<file path="config.mk">
export PLATFORM = sky130hd
export DESIGN_NAME = ram32x4_writer
export DESIGN_NICKNAME = d
export VERILOG_FILES = /design/src/rtl/ram32x4_writer.sv
export SDC_FILE = /design/constraint.sdc
export NUM_CORES = 1
export LEC_CHECK = 0
export ABC_AREA = 1
export CAP_MARGIN = 10
export CELL_PAD_IN_SITES_DETAIL_PLACEMENT = 1
export CELL_PAD_IN_SITES_GLOBAL_PLACEMENT = 2
export CORE_UTILIZATION = 38
export CTS_CLUSTER_SIZE = 25
export DETAILED_ROUTE_END_ITERATION = 7
export DONT_BUFFER_PORTS = 1
export PLACE_DENSITY_LB_ADDON = 0.08
export SKIP_LAST_GASP = 1
export SYNTH_ARGS = -nofsm -noshare
export SYNTH_HDL_FRONTEND = slang
export SYNTH_SLANG_ARGS = --single-unit
</file>
<file path="constraint.sdc">
create_clock -name CLOCK2_50 -period 1.7 [get_ports CLOCK2_50]
set_input_delay 0.34 -clock CLOCK2_50 [delete_from_list [all_inputs] [get_ports CLOCK2_50]]
set_output_delay 0.34 -clock CLOCK2_50 [all_outputs]
set_load 0.03 [all_outputs]
</file>
<file path="src/rtl/ram32x4_writer.sv">
// ram32x4_writer
//   Write-port controller for the 32x4 dual-port RAM. Two write sources share
//   the port: an automatic fill of all 32 words with a fixed pattern, started
//   after reset or on a fill_req edge, and a manual write of switch data to a
//   switch address, triggered by a debounced push button.
//
// Ports
//   CLOCK2_50  in   system clock, all logic on the rising edge
//   resetn     in   asynchronous active-low reset
//   wr_key_n   in   raw push button, active-low, bouncing, asynchronous
//   fill_req   in   asynchronous level, synced rising edge requests a fill
//   sw_addr    in   [4:0] manual write address
//   sw_data    in   [3:0] manual write data
//   wr_addr    out  [4:0] RAM write address
//   wr_data    out  [3:0] RAM write data
//   wr_en      out  RAM write enable, one cycle per word
//   busy       out  high in FILL, WRITE and WAIT_RELEASE
//   wr_count   out  [5:0] manual write count, saturates at 63
module ram32x4_writer #(
  parameter int DEBOUNCE_CYCLES = 1000000,
  parameter bit FILL_ON_RESET   = 1'b1
) (
  input  logic       CLOCK2_50,
  input  logic       resetn,
  input  logic       wr_key_n,
  input  logic       fill_req,
  input  logic [4:0] sw_addr,
  input  logic [3:0] sw_data,
  output logic [4:0] wr_addr,
  output logic [3:0] wr_data,
  output logic       wr_en,
  output logic       busy,
  output logic [5:0] wr_count
);

  typedef enum logic [1:0] {S_IDLE, S_FILL, S_WRITE, S_WAIT_REL} state_t;

  localparam state_t RESET_STATE = FILL_ON_RESET ? S_FILL : S_IDLE;
  localparam int CW = $clog2(DEBOUNCE_CYCLES);
  localparam logic [CW-1:0] DB_LAST = CW'(DEBOUNCE_CYCLES - 1);

  logic          r_key_s1, r_key_s2;
  logic          r_fill_s1, r_fill_s2, r_fill_s3;
  logic          w_fill_edge;
  logic [CW-1:0] r_db_cnt;
  logic          r_key_db, r_key_db_d;
  logic          r_press, r_release;
  logic          r_fill_pend;

  state_t        r_state, w_state_next;
  logic [4:0]    r_wr_addr, w_wr_addr_next;
  logic [3:0]    r_wr_data, w_wr_data_next;
  logic          r_wr_en, w_wr_en_next;
  logic [5:0]    r_wr_count, w_wr_count_next;

  function automatic logic [3:0] fill_pattern(input logic [4:0] a);
    return a[3:0] ^ {3'b000, a[4]};
  endfunction

  // Two-flop synchronizers; a third fill flop gives the rising-edge detect.
  always_ff @(posedge CLOCK2_50 or negedge resetn) begin
    if (!resetn) begin
      r_key_s1  <= 1'b1;
      r_key_s2  <= 1'b1;
      r_fill_s1 <= 1'b0;
      r_fill_s2 <= 1'b0;
      r_fill_s3 <= 1'b0;
    end else begin
      r_key_s1  <= wr_key_n;
      r_key_s2  <= r_key_s1;
      r_fill_s1 <= fill_req;
      r_fill_s2 <= r_fill_s1;
      r_fill_s3 <= r_fill_s2;
    end
  end

  assign w_fill_edge = r_fill_s2 & ~r_fill_s3;

  // Debounce: key_db only follows the synced key after it has differed for
  // DEBOUNCE_CYCLES consecutive samples. Press/release pulses are registered
  // from the key_db history so they last exactly one cycle.
  always_ff @(posedge CLOCK2_50 or negedge resetn) begin
    if (!resetn) begin
      r_db_cnt   <= '0;
      r_key_db   <= 1'b1;
      r_key_db_d <= 1'b1;
      r_press    <= 1'b0;
      r_release  <= 1'b0;
    end else begin
      r_key_db_d <= r_key_db;
      r_press    <= r_key_db_d & ~r_key_db;
      r_release  <= ~r_key_db_d & r_key_db;
      if (r_key_s2 == r_key_db) begin
        r_db_cnt <= '0;
      end else if (r_db_cnt == DB_LAST) begin
        r_key_db <= ~r_key_db;
        r_db_cnt <= '0;
      end else begin
        r_db_cnt <= r_db_cnt + 1'b1;
      end
    end
  end

  // Pending fill request: cleared on entry to FILL, edges during FILL ignored.
  always_ff @(posedge CLOCK2_50 or negedge resetn) begin
    if (!resetn) begin
      r_fill_pend <= 1'b0;
    end else if (r_state == S_IDLE && r_fill_pend) begin
      r_fill_pend <= 1'b0;
    end else if (w_fill_edge && r_state != S_FILL) begin
      r_fill_pend <= 1'b1;
    end
  end

  // State and registered outputs; outputs change on the same edge as the
  // state so wr_en is high exactly while in FILL or WRITE.
  always_ff @(posedge CLOCK2_50 or negedge resetn) begin
    if (!resetn) begin
      r_state    <= RESET_STATE;
      r_wr_addr  <= 5'd0;
      r_wr_data  <= 4'd0;
      r_wr_en    <= 1'b0;
      r_wr_count <= 6'd0;
    end else begin
      r_state    <= w_state_next;
      r_wr_addr  <= w_wr_addr_next;
      r_wr_data  <= w_wr_data_next;
      r_wr_en    <= w_wr_en_next;
      r_wr_count <= w_wr_count_next;
    end
  end

  always_comb begin
    w_state_next = r_state;
    case (r_state)
      S_FILL:     if (r_wr_en && r_wr_addr == 5'd31) w_state_next = S_IDLE;
      S_IDLE: begin
        if (r_fill_pend)  w_state_next = S_FILL;
        else if (r_press) w_state_next = S_WRITE;
      end
      S_WRITE:    w_state_next = S_WAIT_REL;
      S_WAIT_REL: if (r_release) w_state_next = S_IDLE;
      default:    w_state_next = S_IDLE;
    endcase
  end

  always_comb begin
    w_wr_addr_next  = r_wr_addr;
    w_wr_data_next  = r_wr_data;
    w_wr_en_next    = 1'b0;
    w_wr_count_next = r_wr_count;
    case (r_state)
      S_FILL: begin
        if (!r_wr_en) begin
          // First cycle after a reset that lands in FILL: write word 0.
          w_wr_addr_next = 5'd0;
          w_wr_data_next = fill_pattern(5'd0);
          w_wr_en_next   = 1'b1;
        end else if (r_wr_addr == 5'd31) begin
          w_wr_addr_next = 5'd0;
          w_wr_data_next = 4'd0;
        end else begin
          w_wr_addr_next = r_wr_addr + 5'd1;
          w_wr_data_next = fill_pattern(r_wr_addr + 5'd1);
          w_wr_en_next   = 1'b1;
        end
      end
      S_IDLE: begin
        if (r_fill_pend) begin
          w_wr_addr_next = 5'd0;
          w_wr_data_next = fill_pattern(5'd0);
          w_wr_en_next   = 1'b1;
        end else if (r_press) begin
          w_wr_addr_next = sw_addr;
          w_wr_data_next = sw_data;
          w_wr_en_next   = 1'b1;
        end
      end
      S_WRITE: begin
        if (r_wr_count != 6'd63) w_wr_count_next = r_wr_count + 6'd1;
      end
      default: ;
    endcase
  end

  assign wr_addr  = r_wr_addr;
  assign wr_data  = r_wr_data;
  assign wr_en    = r_wr_en;
  assign wr_count = r_wr_count;
  assign busy     = (r_state != S_IDLE);

endmodule

</file>
== Yosys cells after proc, flatten, opt, wreduce, memory -nomap -nowiden ==
Cells that the tools add are included.
Widths: inputs -> output; s select.

* Add/sub/neg operators: 3
* Eq/ne operators: 11
* Mux-type cells: 24
* Bitwise operators: 8
* Reductions and logical operators: 11

{| class="wikitable"
|+ Operators with widths
! kind !! number
|-
| $mux 20 || 2
|-
| $add 20x1->20 const B || 1
|-
| $eq 20x20->1 const B || 1
|-
| $mux 5 || 4
|-
| $mux 4 || 4
|-
| $pmux 5 s2 || 1
|-
| $mux 2 || 4
|-
| $pmux 2 s4 || 1
|-
| $pmux 4 s2 || 1
|-
| $add 6x1->6 const B || 1
|-
| $mux 1 || 6
|-
| $ne 6x6->1 const B || 1
|-
| $reduce_and 2->1 || 3
|-
| $reduce_bool 2->1 || 3
|-
| $add 5x1->5 const B || 1
|-
| $eq 5x5->1 const B || 1
|-
| $eq 2x2->1 const B || 2
|-
| $ne 2x2->1 const B || 2
|-
| $not 1->1 || 4
|-
| $xor 4x1->4 || 1
|-
| $and 1x1->1 || 3
|-
| $logic_and 1x1->1 || 3
|-
| $ne 3x3->1 const B || 1
|-
| $reduce_and 3->1 || 1
|-
| other kinds (5) || 5
|}

* Register bits: 48
* Word-level logic and storage cells: 73

== Longest topological paths before layout ==
* Depth in word-level cells: 5
* Gate-level depth with buffers: 9
* Gate-level depth less buffers: 9

== Worst setup path after synthesis ==
OpenSTA, ideal clock, no wires.

* Path type: register to register
* Start point: reg r_wr_addr[0], in the netlist wr_addr[0]
* End point: reg r_wr_data[0], in the netlist wr_data[0]
* Data arrival time: 1.567 ns
* Setup slack: 0.005 ns
* Cell stages (with the launch flop): 8
* Buffers on the path: 0
* Clock period less this slack: 1.695 ns
* Cell sequence: dfrtp_1 ha_1 nand2_1 nor2_1 ha_1 xnor2_1 a22oi_1 o21ai_0

* Word-level cells in the longest chain between the ends: 5

{| class="wikitable"
|+ Ends and longest elaborated chain
! item !! line !! text
|-
| start: declaration || 51 || <nowiki>logic [4:0] r_wr_addr, w_wr_addr_next;</nowiki>
|-
| start signal: assignment || 126 || <nowiki>r_wr_addr <= w_wr_addr_next;</nowiki>
|-
| $add 5x1->5 || 164 || <nowiki>w_wr_data_next = fill_pattern(r_wr_addr + 5'd1);</nowiki>
|-
| $xor 4x1->4 || 57 || <nowiki>return a[3:0] ^ {3'b000, a[4]};</nowiki>
|-
| $mux 4 * || 159 || <nowiki>end else if (r_wr_addr == 5'd31) begin</nowiki>
|-
| $mux 4 * || 154 || <nowiki>if (!r_wr_en) begin</nowiki>
|-
| $pmux 4 s2 * || 152 || <nowiki>case (r_state)</nowiki>
|-
| end signal: assignment || 127 || <nowiki>r_wr_data <= w_wr_data_next;</nowiki>
|-
| end: declaration || 52 || <nowiki>logic [3:0] r_wr_data, w_wr_data_next;</nowiki>
|}

Mark *: on every way between the ends. The rest lies on a longest branch, timed or not.
A chain may end at the register's enable or synchronous reset.

== Worst setup path after layout ==
* Start point: reg r_db_cnt[0]
* End point: reg r_db_cnt[16]

* Word-level cells in the longest chain between the ends: 3

{| class="wikitable"
|+ Ends and longest elaborated chain
! item !! line !! text
|-
| start: declaration || 45 || <nowiki>logic [CW-1:0] r_db_cnt;</nowiki>
|-
| start signal: assignment || 99 || <nowiki>r_db_cnt <= r_db_cnt + 1'b1;</nowiki>
|-
| $add 20x1->20 / $eq 20x20->1 (equally long branches) || 99, 95 ||
|-
| $mux 20 * || 95 || <nowiki>end else if (r_db_cnt == DB_LAST) begin</nowiki>
|-
| $mux 20 * || 93 || <nowiki>if (r_key_s2 == r_key_db) begin</nowiki>
|}

Marks and branches as above.

==> run summary <==
GLOBAL ROUTE
---------------------------------------------------------------------------------
Antenna violations before repair                                                0
Global-route usage over all layers                                          18.0%
Total congestion overflow                                                       0
Number of global-route vias before repair                                   2,013
Wire length of the first global-routing pass                              9.12 mm
Largest net degree at the start of global routing                              49

SYNTH
---------------------------------------------------------------------------------
Most common cell in the netlist                                           nand2_1
Nets in the synthesized netlist                                               303
Cells after Synth                                                             286
Cell types with the largest area share after synthesis               dfrtp_1 44%, nand2_1 9.0%, nor2_1 8.1%
Average cell area after synthesis                                        8.57 um2
Unique masters post-synth                                                      32
Share of Yosys cell area claimed by the top area cell type                  43.9%
Cell taking the most area after synthesis                                 dfrtp_1
Cell area after synthesis                                             0.00245 mm2
Main flop type after synthesis                                            dfrtp_1
Post-synth top cells                                                 59 x nand2_1, 53 x nor2_1, 43 x dfrtp_1
Register area share after synthesis                                         49.3%
Synth warn                                                                      0
Fraction of synthesis flops using an asynchronous set or reset pin           100%
Number of synthesized flops with an enable pin                                  0
Synth Register Bits                                                            48

STA
---------------------------------------------------------------------------------
Final hold slack                                                        0.0200 ns
Clock Skews                                                             0.0117 ns
Sum of negative setup slack                                                  0 ns
Post-route clock period utilization                                         90.4%
Final Hold Vio Count                                                            0
Slew Limit Fails                                                                0
Clock period minus final worst setup slack                                1.54 ns
Total of endpoints with negative setup slack in the final report                0
Worst max-slew margin expressed relative to the limit                       78.1%
Fmax                                                                      650 MHz
Slew at the pin closest to its max-slew limit                            0.329 ns
Unrepaired setup endpoints after global routing                             false

PLACED DESIGN
---------------------------------------------------------------------------------
Total of buffers placed on input and output ports                               0
Cell total after placement                                                    373
Last weighted congestion value of the routability-driven placer             0.767
Post-detail-place hpwl                                                    4.08 mm

CELLS AND AREA
---------------------------------------------------------------------------------
Nets                                                                          324
Register cell area after layout                                       0.00121 mm2
Number of filler cells placed in the layout                                   728
Non-filler cells in the finished layout                                       383
Number of antenna cells inserted                                                0
Total area of multi-input combinational cells                         0.00111 mm2
Proportion of layout cells with a drive suffix above 1                      19.2%
Area growth syn-to-layout                                                   14.5%

CRITICAL PATH
---------------------------------------------------------------------------------
Path type of the worst setup path                                    register to register
Crit start category                                                      register
Worst EP required                                                         1.89 ns
Data arrival time at the worst-slack endpoint                             1.73 ns
Worst setup EP type                                                      register
Crit-path max FO                                                                8

FLOORPLANNING
---------------------------------------------------------------------------------
Core ar.                                                              0.00606 mm2
Die Width                                                                 82.3 um
FP Rows                                                                        28
Floorplan die area                                                    0.00678 mm2
Initial core utilization                                                    40.4%
I/O pins                                                                       30
Die Span Y                                                                82.3 um

CTS
---------------------------------------------------------------------------------
Max clock buf depth                                                             2
Post-CTS setup-driven buffer insertion count                                    0
Sinks on Clock Net                                                             48
TritonCTS clock tree                                                          yes
Quantity of gates resized following cts                                         0
TritonCTS Buffers                                                               5
Maximum level of the CTS H-tree                                                 2
Skew-Pair Late Insertion Delay                                            0.30 ns
Clk slew on worst S/H paths                                               0.10 ns
CTS Root Cell                                                            clkbuf_8
# hold bufs at CTS                                                              2

POWER AND IR DROP
---------------------------------------------------------------------------------
Clock network fraction of total power                                       23.6%
Logic pwr share                                                             37.7%
Sequential fraction of design power                                         38.7%
Reported leakage power                                                    1.29 nW
Sw frac                                                                     39.9%
Peak supply drop                                                           853 uV
Net Sw Power                                                            0.00168 W
Cell area power density                                               1500 mW/mm2
Internal power component                                                0.00253 W

ROUTE
---------------------------------------------------------------------------------
DRC violation count after routing                                               0
Vias per cell                                                                4.95
Drt first-iter violations                                                      58
Via count of the routed design                                              1,896
Iteration count of the initial detailed-routing pass                            4
Total wire length                                                         5.45 mm
Number of nets with antenna violations after routing                            0
Mean routed wirelength per cell                                           14.2 um

HOLD PATH
---------------------------------------------------------------------------------
Path class of the lowest-slack min-delay path                        primary input to register

STATUS
---------------------------------------------------------------------------------
Status                                                               complete, no violations

RUN
---------------------------------------------------------------------------------
Maxcap violations                                                               0

[state kept, by name (all words and copies together), names as in the netlist, 2 cells and up]
register	count
r_db_cnt	20
r_state	2
wr_addr	5
wr_count	6
wr_data	4
[worst max-delay path, stage by stage, from the launching register on]
cell	delay (ns)
dfrtp_1	0.38
ha_1	0.22
nand2_2	0.10
nor3_2	0.24
nand3_2	0.16
nand2_4	0.15
inv_4	0.06
nand2_1	0.06
nor2_1	0.04
[power groups by stage]
stage,registers (W),logic (W),clock network [W]
final,0.00163,0.00159,0.000993
after global routing,0.00167,0.00179,0.00106
after CTS,0.00163,0.00162,0.00102
after detailed placement,0.00166,0.00158,0
after global placement,0.00165,0.00154,0
after floorplan,0.00192,0.000860,0
[final timing paths]
check,startpoint,endpoint,slack (ns),cells past startpoint
setup / recovery,r_db_cnt[0],r_db_cnt[16],0.16,8
hold / removal,wr_key_n,r_key_s1,0.02,0
setup reg to reg,r_db_cnt[0],r_db_cnt[16],0.16,8
hold reg to reg,r_fill_s1,r_fill_s2,0.36,0
max in group asynchronous,resetn,r_state[0],0.89,2
min in group asynchronous,resetn,wr_count[2],0.53,2
[layer usage]
layer / vias to the layer above / part of all wire (%) / global-route usage, %
met3: 7 / 3.0 / 3.74
li1: 944 / - / -
met2: 24 / 49 / 32.6
met5: - / 0 / 0
met4: 0 / 1.3 / 5.26
met1: 921 / 46 / 21.4
[placed cells by master (no fill, tap or decap), drive strengths merged]
master       netlist  layout
dlygate4sd3        0       1
nand2             69      69
nor3b              1       1
xor2               8       8
inv               32      33
nor3               3       3
nand4              2       2
nand3b             3       3
bufinv             0       2
nand3             19      19
nor2              61      61
clkbuf             0       5
o21ai              9       9
a31oi              3       3
dfrtp             43      43
a21oi              8       8
a22oi              2       2
and2               1       1
o22a               2       2
xnor2              8       8
a31o               1       1
dfstp              5       5
ha                 4       4
and3               1       1
buf                1      14
[cell type report]
| class | count | area share [%] |
|---|---|---|
| clock buffer | 5 | 2.45 |
| clock inverter | 3 | 2.45 |
| inverter | 32 | 4.37 |
| multi-input combinational | 205 | 39.5 |
| sequential | 48 | 43.0 |
| tap | 75 | 3.34 |
| timing repair buffer | 15 | 4.81 |
[logic make-up (layout without fill, tap and decap cells)]
logic type	count (synthesis)	after routing	synth area share, %
XOR/XNOR	16	16	5.72
adder cells (fa/ha/maj)	4	4	2.04
flip-flops	48	48	49.3
buffers and inverters	33	55	5.46
AND/OR/NAND/NOR	160	160	31.1
AO/OA/AOI/OAI	25	25	6.38
[stage by stage]
step / utilization (%) / setup slack (ns) / power [W] / area, um2
finish: 46.3 / 0.163 / 0.00421 / 2810
global route: 46.3 / 0.0220 / 0.00451 / 2810
CTS: 46.3 / 0.131 / 0.00428 / 2810
detailed placement: 43.4 / 0.168 / 0.00324 / 2630
global placement: 43.4 / 0.202 / 0.00319 / 2630
floorplan: - / 0.00477 / 0.00278 / 2450
Note: power is estimated with default switching activity, not from simulation.
